`src/rtl/conv_tile_sched_if.sv`:
```
`default_nettype none
// ============================================================================
// Module   : conv_tile_sched_if
// Purpose  : Job-request and accelerator-control signal bundle for the
//            convolution tile scheduler. The master modport is the job
//            requester / accelerator side; the slave modport is the scheduler.
// Revision : 1.0  initial release
// ============================================================================
interface conv_tile_sched_if #(
    parameter int ADDR_W = 16
);
    // Job request channel
    logic              job_valid;
    logic              job_ready;
    logic [7:0]        job_tiles;
    logic [1:0]        job_cfg_ci;
    logic [1:0]        job_cfg_co;
    logic [ADDR_W-1:0] job_ifm_base;
    logic [ADDR_W-1:0] job_wgt_base;

    // Accelerator control and read-address channel
    logic [1:0]        cfg_ci;
    logic [1:0]        cfg_co;
    logic              start_conv;
    logic              ifm_read;
    logic              wgt_read;
    logic [ADDR_W-1:0] ifm_addr;
    logic [ADDR_W-1:0] wgt_addr;
    logic              ofm_port0_v;
    logic              ofm_port1_v;
    logic              end_conv;

    // Status
    logic              busy;
    logic [7:0]        tile_idx;
    logic [15:0]       ofm_count;
    logic              job_done;
    logic              err_timeout;

    modport master (
        output job_valid, job_tiles, job_cfg_ci, job_cfg_co,
               job_ifm_base, job_wgt_base,
               ifm_read, wgt_read, ofm_port0_v, ofm_port1_v, end_conv,
        input  job_ready, cfg_ci, cfg_co, start_conv, ifm_addr, wgt_addr,
               busy, tile_idx, ofm_count, job_done, err_timeout
    );

    modport slave (
        input  job_valid, job_tiles, job_cfg_ci, job_cfg_co,
               job_ifm_base, job_wgt_base,
               ifm_read, wgt_read, ofm_port0_v, ofm_port1_v, end_conv,
        output job_ready, cfg_ci, cfg_co, start_conv, ifm_addr, wgt_addr,
               busy, tile_idx, ofm_count, job_done, err_timeout
    );
endinterface
`default_nettype wire

```
`src/rtl/conv_tile_sched.sv`:
```
`default_nettype none
// ============================================================================
// Module   : conv_tile_sched
// Purpose  : Sequences a convolution job as a run of tiles: accepts a job,
//            pulses start_conv per tile, advances the ifm/weight read
//            addresses on accelerator strobes, counts ofm beats and signals
//            job completion.
// Options  : CONV_SCHED_TIMEOUT_EN - when defined, adds a RUN-state watchdog
//            that aborts the job after TIMEOUT_CYCLES and raises err_timeout.
// Revision : 1.0  initial release
// ============================================================================
module conv_tile_sched #(
    parameter int ADDR_W         = 16,
    parameter int TIMEOUT_CYCLES = 4096
) (
    input  logic              clk,
    input  logic              rst,
    conv_tile_sched_if.slave  bus
);

    localparam logic [2:0] c_idle  = 3'd0;
    localparam logic [2:0] c_start = 3'd1;
    localparam logic [2:0] c_run   = 3'd2;
    localparam logic [2:0] c_next  = 3'd3;
    localparam logic [2:0] c_done  = 3'd4;

    logic [2:0]        state_q,     state_d;
    logic [7:0]        tiles_q,     tiles_d;
    logic [7:0]        tile_idx_q,  tile_idx_d;
    logic [1:0]        cfg_ci_q,    cfg_ci_d;
    logic [1:0]        cfg_co_q,    cfg_co_d;
    logic [ADDR_W-1:0] ifm_addr_q,  ifm_addr_d;
    logic [ADDR_W-1:0] wgt_addr_q,  wgt_addr_d;
    logic [15:0]       ofm_count_q, ofm_count_d;
    logic              err_q,       err_d;

    logic [16:0]       w_ofm_sum;
    logic [7:0]        w_tile_nxt;
    logic              w_wdog_expire;

    // Extra bit catches the carry so the count can clamp at all-ones
    assign w_ofm_sum  = {1'b0, ofm_count_q} + 17'(bus.ofm_port0_v) + 17'(bus.ofm_port1_v);
    assign w_tile_nxt = tile_idx_q + 8'd1;

`ifdef CONV_SCHED_TIMEOUT_EN
    localparam logic [15:0] c_timeout = 16'(TIMEOUT_CYCLES);

    logic [15:0] wdog_q, wdog_d;

    // Watchdog: counts RUN cycles without end_conv, zero outside RUN
    always_comb begin
        wdog_d = '0;
        if (state_q == c_run && !bus.end_conv) begin
            wdog_d = wdog_q + 16'd1;
        end
    end

    assign w_wdog_expire = (state_q == c_run) && !bus.end_conv && (wdog_d == c_timeout);

    // Watchdog register
    always_ff @(posedge clk) begin
        if (rst) begin
            wdog_q <= '0;
        end else begin
            wdog_q <= wdog_d;
        end
    end
`else
    assign w_wdog_expire = 1'b0;
`endif

    // Next-state and datapath update for the tile sequencer
    always_comb begin
        state_d     = state_q;
        tiles_d     = tiles_q;
        tile_idx_d  = tile_idx_q;
        cfg_ci_d    = cfg_ci_q;
        cfg_co_d    = cfg_co_q;
        ifm_addr_d  = ifm_addr_q;
        wgt_addr_d  = wgt_addr_q;
        ofm_count_d = ofm_count_q;
        err_d       = err_q;

        case (state_q)
            c_idle: begin
                if (bus.job_valid) begin
                    tiles_d     = bus.job_tiles;
                    cfg_ci_d    = bus.job_cfg_ci;
                    cfg_co_d    = bus.job_cfg_co;
                    ifm_addr_d  = bus.job_ifm_base;
                    wgt_addr_d  = bus.job_wgt_base;
                    tile_idx_d  = '0;
                    ofm_count_d = '0;
                    err_d       = 1'b0;
                    state_d     = (bus.job_tiles == 8'd0) ? c_done : c_start;
                end
            end
            c_start: begin
                state_d = c_run;
            end
            c_run: begin
                // Tiles are contiguous in memory: addresses keep running
                if (bus.ifm_read) begin
                    ifm_addr_d = ifm_addr_q + 1'b1;
                end
                if (bus.wgt_read) begin
                    wgt_addr_d = wgt_addr_q + 1'b1;
                end
                if (bus.end_conv) begin
                    state_d = c_next;
                end else if (w_wdog_expire) begin
                    err_d   = 1'b1;
                    state_d = c_done;
                end
            end
            c_next: begin
                tile_idx_d = w_tile_nxt;
                state_d    = (w_tile_nxt == tiles_q) ? c_done : c_start;
            end
            c_done: begin
                state_d = c_idle;
            end
            default: begin
                state_d = c_idle;
            end
        endcase

        // ofm beats are counted in every busy state
        if (state_q != c_idle) begin
            ofm_count_d = w_ofm_sum[16] ? 16'hFFFF : w_ofm_sum[15:0];
        end
    end

    // State and datapath registers
    always_ff @(posedge clk) begin
        if (rst) begin
            state_q     <= c_idle;
            tiles_q     <= '0;
            tile_idx_q  <= '0;
            cfg_ci_q    <= '0;
            cfg_co_q    <= '0;
            ifm_addr_q  <= '0;
            wgt_addr_q  <= '0;
            ofm_count_q <= '0;
            err_q       <= 1'b0;
        end else begin
            state_q     <= state_d;
            tiles_q     <= tiles_d;
            tile_idx_q  <= tile_idx_d;
            cfg_ci_q    <= cfg_ci_d;
            cfg_co_q    <= cfg_co_d;
            ifm_addr_q  <= ifm_addr_d;
            wgt_addr_q  <= wgt_addr_d;
            ofm_count_q <= ofm_count_d;
            err_q       <= err_d;
        end
    end

    assign bus.job_ready   = (state_q == c_idle);
    assign bus.busy        = (state_q != c_idle);
    assign bus.start_conv  = (state_q == c_start);
    assign bus.job_done    = (state_q == c_done);
    assign bus.cfg_ci      = cfg_ci_q;
    assign bus.cfg_co      = cfg_co_q;
    assign bus.ifm_addr    = ifm_addr_q;
    assign bus.wgt_addr    = wgt_addr_q;
    assign bus.tile_idx    = tile_idx_q;
    assign bus.ofm_count   = ofm_count_q;
    assign bus.err_timeout = err_q;

endmodule
`default_nettype wire

```
`src/flat_wrapper.sv`:
```
// flat-port wrapper written by rule: the top's interface ports become plain ports
module conv_tile_sched_flat 
#(
    parameter int ADDR_W         = 16,
    parameter int TIMEOUT_CYCLES = 4096
)
  (clk, rst, bus_job_valid, bus_job_tiles, bus_job_cfg_ci, bus_job_cfg_co, bus_job_ifm_base, bus_job_wgt_base, bus_ifm_read, bus_wgt_read, bus_ofm_port0_v, bus_ofm_port1_v, bus_end_conv, bus_job_ready, bus_cfg_ci, bus_cfg_co, bus_start_conv, bus_ifm_addr, bus_wgt_addr, bus_busy, bus_tile_idx, bus_ofm_count, bus_job_done, bus_err_timeout);
  conv_tile_sched_if #(.ADDR_W(ADDR_W)) bus_i ();
  input  logic clk;
  input  logic rst;
  input wire logic [$bits(bus_i.job_valid)-1:0] bus_job_valid;
  input wire logic [$bits(bus_i.job_tiles)-1:0] bus_job_tiles;
  input wire logic [$bits(bus_i.job_cfg_ci)-1:0] bus_job_cfg_ci;
  input wire logic [$bits(bus_i.job_cfg_co)-1:0] bus_job_cfg_co;
  input wire logic [$bits(bus_i.job_ifm_base)-1:0] bus_job_ifm_base;
  input wire logic [$bits(bus_i.job_wgt_base)-1:0] bus_job_wgt_base;
  input wire logic [$bits(bus_i.ifm_read)-1:0] bus_ifm_read;
  input wire logic [$bits(bus_i.wgt_read)-1:0] bus_wgt_read;
  input wire logic [$bits(bus_i.ofm_port0_v)-1:0] bus_ofm_port0_v;
  input wire logic [$bits(bus_i.ofm_port1_v)-1:0] bus_ofm_port1_v;
  input wire logic [$bits(bus_i.end_conv)-1:0] bus_end_conv;
  output wire logic [$bits(bus_i.job_ready)-1:0] bus_job_ready;
  output wire logic [$bits(bus_i.cfg_ci)-1:0] bus_cfg_ci;
  output wire logic [$bits(bus_i.cfg_co)-1:0] bus_cfg_co;
  output wire logic [$bits(bus_i.start_conv)-1:0] bus_start_conv;
  output wire logic [$bits(bus_i.ifm_addr)-1:0] bus_ifm_addr;
  output wire logic [$bits(bus_i.wgt_addr)-1:0] bus_wgt_addr;
  output wire logic [$bits(bus_i.busy)-1:0] bus_busy;
  output wire logic [$bits(bus_i.tile_idx)-1:0] bus_tile_idx;
  output wire logic [$bits(bus_i.ofm_count)-1:0] bus_ofm_count;
  output wire logic [$bits(bus_i.job_done)-1:0] bus_job_done;
  output wire logic [$bits(bus_i.err_timeout)-1:0] bus_err_timeout;
  assign bus_i.job_valid = bus_job_valid;
  assign bus_i.job_tiles = bus_job_tiles;
  assign bus_i.job_cfg_ci = bus_job_cfg_ci;
  assign bus_i.job_cfg_co = bus_job_cfg_co;
  assign bus_i.job_ifm_base = bus_job_ifm_base;
  assign bus_i.job_wgt_base = bus_job_wgt_base;
  assign bus_i.ifm_read = bus_ifm_read;
  assign bus_i.wgt_read = bus_wgt_read;
  assign bus_i.ofm_port0_v = bus_ofm_port0_v;
  assign bus_i.ofm_port1_v = bus_ofm_port1_v;
  assign bus_i.end_conv = bus_end_conv;
  assign bus_job_ready = bus_i.job_ready;
  assign bus_cfg_ci = bus_i.cfg_ci;
  assign bus_cfg_co = bus_i.cfg_co;
  assign bus_start_conv = bus_i.start_conv;
  assign bus_ifm_addr = bus_i.ifm_addr;
  assign bus_wgt_addr = bus_i.wgt_addr;
  assign bus_busy = bus_i.busy;
  assign bus_tile_idx = bus_i.tile_idx;
  assign bus_ofm_count = bus_i.ofm_count;
  assign bus_job_done = bus_i.job_done;
  assign bus_err_timeout = bus_i.err_timeout;
  conv_tile_sched #(.ADDR_W(ADDR_W), .TIMEOUT_CYCLES(TIMEOUT_CYCLES)) u_core (.clk(clk), .rst(rst), .bus(bus_i));
endmodule
```
`config.mk`:
```
export PLATFORM = sky130hd
export DESIGN_NAME = conv_tile_sched_flat
export DESIGN_NICKNAME = d
export VERILOG_FILES = /design/src/rtl/conv_tile_sched_if.sv /design/src/rtl/conv_tile_sched.sv /design/src/flat_wrapper.sv
export SDC_FILE = /design/constraint.sdc
export NUM_CORES = 1
export LEC_CHECK = 0
export ABC_AREA = 1
export BUFFER_PORTS_ARGS = -buffer_cell sky130_fd_sc_hd__buf_4
export CAP_MARGIN = 0
export CORE_AREA = 4 4 126 128
export CTS_CLUSTER_SIZE = 16
export DETAILED_ROUTE_END_ITERATION = 10
export DIE_AREA = 0 0 130 132
export HOLD_SLACK_MARGIN = 0.15
export SLEW_MARGIN = 10
export SYNTH_ARGS = -nofsm -noshare
export SYNTH_HDL_FRONTEND = slang
export SYNTH_SLANG_ARGS = --single-unit
export TNS_END_PERCENT = 50
```
`constraint.sdc`:
```
create_clock -name clk -period 2.58 [get_ports clk]
set_clock_uncertainty 0.2 [all_clocks]
set_input_delay 0.129 -clock clk [delete_from_list [all_inputs] [get_ports clk]]
set_output_delay 0.129 -clock clk [all_outputs]
set_load 0.02 [all_outputs]
```
==> results.yml, run 1 <==
outcome:
  status: "complete, no violations"
drt:
  wl_um: 14100
  dr.pass1.iters: 4
  drtAntennaViolNets: 0
  avgRoutedWirePerCell_um: 13.8
  drcViolationCount: 0
  drtIter0Drc: 262
  via_per_inst: 4.74
  vias: 4822
cells_and_area:
  fin_util: 0.436
  nets: 881
  diodes: 0
  area_delta_synth_final_pct: 53.5
  layout_common_cells: "nand2_1, buf_4, dlygate4sd3_1"
  design_area_sq_um: 6480
  drive_gt1_frac: 0.250
  layout_commonest_cell: "nand2_1"
worst_setup_path:
  reg2reg_slack_ns: 0.16
  start_kind: "register"
  critical_path_class: "reg2reg"
  cp-startpoint: "u_core.bus.wgt_addr[1]"
  worstSetupEndpointType: "register"
  timing.rr.start: "u_core.bus.wgt_addr[1]"
  arrival_ns: 2.45
  endpoint: "u_core.bus.wgt_addr[14]"
  crit_fanout: 4
  r2r_end: "u_core.bus.wgt_addr[14]"
  reg2reg_depth: 11
  worstPathRequired_ns: 2.61
cts:
  root_buffer: "clkbuf_16"
  cts_buffers: 9
  htree_levels: 3
  cts_tree: "yes"
  numClockSinks: 71
  path_clk_slew_ns: 0.06
  cts_max_path_buffers: 2
  worstSkewPairLatency_ns: 0.34
die:
  ios: 117
  die_x_um: 130
  initial_core_util: 0.284
  coreArea_sq_um: 14900
  fp.dieArea_sq_um: 17200
  num_rows: 45
  die_h_um: 132
logic_synthesis:
  synthFlopType: "dfxtp_1"
  syn_nets: 688
  synth-xor-area-share: 0.0145
  synth.distinct_cells: 48
  async_reset_ff_frac: 0
  synthCells: 631
  syn_avg_cell_area_sq_um: 6.69
  ys_seq_area_frac: 0.337
  yosys-mux-area-fraction: 0
  synthAdderAreaFrac: 0.0166
  synth_edf_count: 0
  synth-warning-count: 0
  synth_top_family_by_area: "simple AND/OR/NAND/NOR gates"
  synthSimpleGateAreaFrac: 0.343
  syn_area_sq_um: 4220
  ys_ff_latch: 71
  synth_compound_area_frac: 0.192
placed_design:
  io_buffers: 115
  hpwl_um: 9400
  place.gp.congestion: 0.823
  place_area_sq_um: 5280
  dp_worst_setup_slack_ns: 0.0968
grt:
  grt_max_degree: 47
  grt_overflow_total: 0
  antenna_found_initial: 0
  grt_pass1_vias: 4580
  grt_util_all_layers: 0.164
  grt_pass1_wl_um: 22700
timing:
  setup_ws_ns: 0.157
  setup_violations: 0
  hold_viol_final: 0
  finalMaxSlewViolations: 0
  rsz0062_at_grt: "yes"
  period_share: 0.939
  max_freq_mhz: 413
  slew_headroom: 0.597
  fin_crit_ns: 2.42
  worst_pin_slew_ns: 0.600
power:
  power.density_nw_per_um2: 698
  ir_worst_vdd_mv: 0.291
  leakage_nw: 2.73
flow_run:
  cap_violations: 0
min_path:
  min_path_type: "in2reg"
==> worst min path at each step <==
stage                     slack, ns                 endpoint  cells after the start                 from
after floorplan                0.09   u_core.bus.ifm_addr[2]                      2  bus_job_ifm_base[2]
after global placement         0.21   u_core.bus.ifm_addr[2]                      3  bus_job_ifm_base[2]
after detailed placement       0.22   u_core.bus.ifm_addr[8]                      3  bus_job_ifm_base[8]
after CTS                      0.16  u_core.bus.wgt_addr[14]                      5         bus_wgt_read
after global routing           0.21  u_core.bus.ifm_addr[15]                      5         bus_ifm_read
final                          0.15  u_core.bus.ifm_addr[13]                      5         bus_ifm_read
==> synth_stat cells, drive strengths merged, types with 8 or more instances <==
library cell | instances | area [sq um]
o21ai | 42 | 210
nor3 | 12 | 71.3
inv | 64 | 243
a31oi | 13 | 81.3
nand3 | 59 | 310
a21oi | 60 | 300
or2 | 22 | 138
nor2 | 43 | 191
nand2 | 163 | 624
clkbuf | 13 | 48.8
dfxtp | 71 | 1420
nand4 | 8 | 56.3
buf | 15 | 118
==> critical path, stage by stage (launching register included) <==
cell	delay, ns
dfxtp_1	0.39
ha_1	0.19
nand2_1	0.08
nor2_2	0.16
nand2_1	0.12
nor3_2	0.19
nand3_1	0.13
o22ai_1	0.13
nand2_1	0.06
dlygate4sd3_1	0.55
nand2_1	0.06
a21oi_1	0.04
==> cells by family (layout without fill, tap and decap cells) <==
kind of cell,count (synthesis),in the layout
compound gates,140,140
xor+xnor,7,7
fa+ha+maj,5,5
buf+inv,92,290
flops,71,71
other cells,1,1
simple gates,315,315
==> layout make-up <==
cell class / instances / area, sq um
Fill cell: 1545 / 8380
Multi-Input combinational cell: 468 / 2450
Timing Repair Buffer: 210 / 1790
Sequential cell: 71 / 1420
Clock buffer: 11 / 243
Inverter: 64 / 243
Tap cell: 188 / 235
Clock inverter: 5 / 105
==> sequential cells by signal (all words and copies together) (netlist names) <==
| name | count |
|---|---|
| u_core.state_q | 3 |
| u_core.bus.wgt_addr | 16 |
| u_core.bus.tile_idx | 8 |
| u_core.bus.ifm_addr | 16 |
| u_core.bus.ofm_count | 16 |
| u_core.bus.cfg_co | 2 |
| u_core.tiles_q | 8 |
| u_core.bus.cfg_ci | 2 |
==> per-stage QoR <==
stage                     TNS [ns]  power, mW  hold WS [ns]  std cells
final                            0       4.53         0.154       1017
after global routing       -0.0792       4.78         0.210       1017
after floorplan                  0       2.33        0.0887        631
after detailed placement         0       2.84         0.220        920
after global placement           0       2.84         0.215        920
after CTS                        0       4.51         0.159       1012
==> metal layers <==
metal / global-route usage / vias up / wire (um)
li1: - / 2493 / -
met1: 0.216 / 2189 / 6450
met2: 0.265 / 121 / 6690
met3: 0.0276 / 19 / 640
met4: 0.0647 / 0 / 293
met5: 0 / - / 0
==> report_power, final <==
part / switching, mW / internal, mW / leakage [nW] / total, mW
combinational: 0.885 / 0.708 / 1.99 / 1.59
clock: 0.518 / 0.972 / 0.162 / 1.49
sequential: 0.187 / 1.26 / 0.582 / 1.44
==> repair_timing <==
action,in CTS,in global routing
setup endpoints to repair,0,24
setup buffers,0,5
gates resized for setup,0,17
hold endpoints to repair,62,0
hold buffers,76,0
Note: power is estimated with default switching activity, not from simulation.
==> inputs of run 2 (changes only) <==
Settings changed: GPL_ROUTABILITY_DRIVEN from default to 0, RECOVER_POWER from default to 25.
==> run 2 against run 1 <==
Against the previous run:
- clock power is essentially flat
- hold slack lost 0.0044 ns
- sequential share of layout area grew 0.39 points
- utilization shrank 0.76 points
- register-to-register slack is essentially flat
- via count grew 0.35%
- clock-buffer cell count is the same
- die area is the same
==> results.yml, run 2 (synthesized netlist as in run 1, its figures left out) <==
timing:
  hold_viol_final: 0
  period_share: 0.943
  max_freq_mhz: 411
  setup_violations: 0
  finalMaxSlewViolations: 0
  rsz0062_at_grt: "yes"
  fin_crit_ns: 2.43
  setup-tns-final_ns: 0
  slew_headroom: 0.599
  setup_ws_ns: 0.147
  worst_pin_slew_ns: 0.597
die:
  die_h_um: 132
  fp.dieArea_sq_um: 17200
  coreArea_sq_um: 14900
  num_rows: 45
  initial_core_util: 0.284
  ios: 117
  die_x_um: 130
drt:
  drtIter0Drc: 258
  dr.pass1.iters: 5
  via_per_inst: 4.76
  avgRoutedWirePerCell_um: 13.8
  drcViolationCount: 0
  wl_um: 14100
  vias: 4839
  drtAntennaViolNets: 0
cts:
  cts_max_path_buffers: 2
  worstSkewPairLatency_ns: 0.34
  numClockSinks: 71
  root_buffer: "clkbuf_16"
  cts_buffers: 9
  htree_levels: 3
  path_clk_slew_ns: 0.06
  cts_tree: "yes"
grt:
  grt_util_all_layers: 0.164
  grt_pass1_vias: 4580
  grt_max_degree: 47
  grt_overflow_total: 0
  antenna_found_initial: 0
  grt_pass1_wl_um: 22700
worst_setup_path:
  reg2reg_depth: 11
  worstSetupEndpointType: "register"
  slowest_stage: "dlygate4sd3_1"
  critical_path_class: "reg2reg"
  path_cells: "ha_1, nand2_1, nor2_2, nand2_1, nor3_2, nand3_1, o22ai_1, nand2_1, dlygate4sd3_1, nand2_1, a21oi_1"
  worst_path_most_repeated_cell: "nand2_1"
  start_kind: "register"
  crit_cells: 11
  crit_family: "simple AND/OR/NAND/NOR gates"
  slowest_delay_ns: 0.55
  arrival_ns: 2.46
  worstPathRequired_ns: 2.61
  crit_fanout: 4
  worst-path-buf-inv: 1
power:
  ir_worst_vdd_mv: 0.291
  power_mw: 4.47
  leakage_nw: 2.61
  power.density_nw_per_um2: 701
cells_and_area:
  layout_common_cells: "nand2_1, buf_4, dlygate4sd3_1"
  layout_commonest_cell: "nand2_1"
  design_area_sq_um: 6370
  diodes: 0
  area_delta_synth_final_pct: 50.9
  drive_gt1_frac: 0.214
  fin_util: 0.429
  nets: 881
min_path:
  min_path_type: "in2reg"
  min_path_cells: 5
placed_design:
  hpwl_um: 9400
  dp_worst_setup_slack_ns: 0.0968
  io_buffers: 115
  place_area_sq_um: 5280
outcome:
  status: "complete, no violations"
flow_run:
  cap_violations: 0
==> run 2: cell count changes in the layout (fill, tap and decap cells not counted) <==
cell / before / now
clkbuf_1: 1 / 31
buf_4: 131 / 101
==> run 2: power by group <==
part	internal (mW)	switching, mW	total, mW
Sequential	1.26	0.183	1.44
Combinational	0.654	0.884	1.54
Clock	0.972	0.517	1.49
==> run 2: stage by stage <==
step | instances | hold slack (ns)
2_1_floorplan | 631 | 0.0887
3_3_place_gp | 920 | 0.215
3_5_place_dp | 920 | 0.220
4_1_cts | 1012 | 0.159
5_1_grt | 1017 | 0.210
6_report | 1017 | 0.149
==> run 2: worst paths after layout <==
check                         start                       to  slack [ns]
min reg2reg    u_core.bus.cfg_ci[0]     u_core.bus.cfg_ci[0]        0.27
max reg2reg  u_core.bus.wgt_addr[1]  u_core.bus.wgt_addr[14]        0.15
min                    bus_ifm_read  u_core.bus.ifm_addr[13]        0.15
max          u_core.bus.wgt_addr[1]  u_core.bus.wgt_addr[14]        0.15
==> run 2: worst register-to-register path: stages (launching register included) <==
cell	delay, ns
dfxtp_1	0.39
ha_1	0.19
nand2_1	0.08
nor2_2	0.16
nand2_1	0.12
nor3_2	0.19
nand3_1	0.14
o22ai_1	0.13
nand2_1	0.06
dlygate4sd3_1	0.55
nand2_1	0.06
a21oi_1	0.04
==> run 2: layer usage <==
| metal | up-vias | part of all wire | track usage |
|---|---|---|---|
| li1 | 2494 | - | - |
| met1 | 2206 | 0.45 | 0.216 |
| met2 | 120 | 0.48 | 0.265 |
| met3 | 19 | 0.047 | 0.0276 |
| met4 | 0 | 0.021 | 0.0647 |
| met5 | - | 0 | 0 |
==> run 2: cell type report <==
| cell class | count | area (sq um) |
|---|---|---|
| Clock buffer | 11 | 243 |
| Inverter | 64 | 243 |
| Sequential cell | 71 | 1420 |
| Tap cell | 188 | 235 |
| Multi-Input combinational cell | 468 | 2450 |
| Fill cell | 1573 | 8490 |
| Clock inverter | 5 | 105 |
| Timing Repair Buffer | 210 | 1670 |
==> run 2: what timing repair did <==
| action | 4_1_cts | 5_1_grt |
|---|---|---|
| setup buffers | 0 | 5 |
| endpoints found under the hold margin | 62 | 0 |
| setup endpoints to repair | 0 | 24 |
| hold buffers | 76 | 0 |
| resized for setup | 0 | 17 |
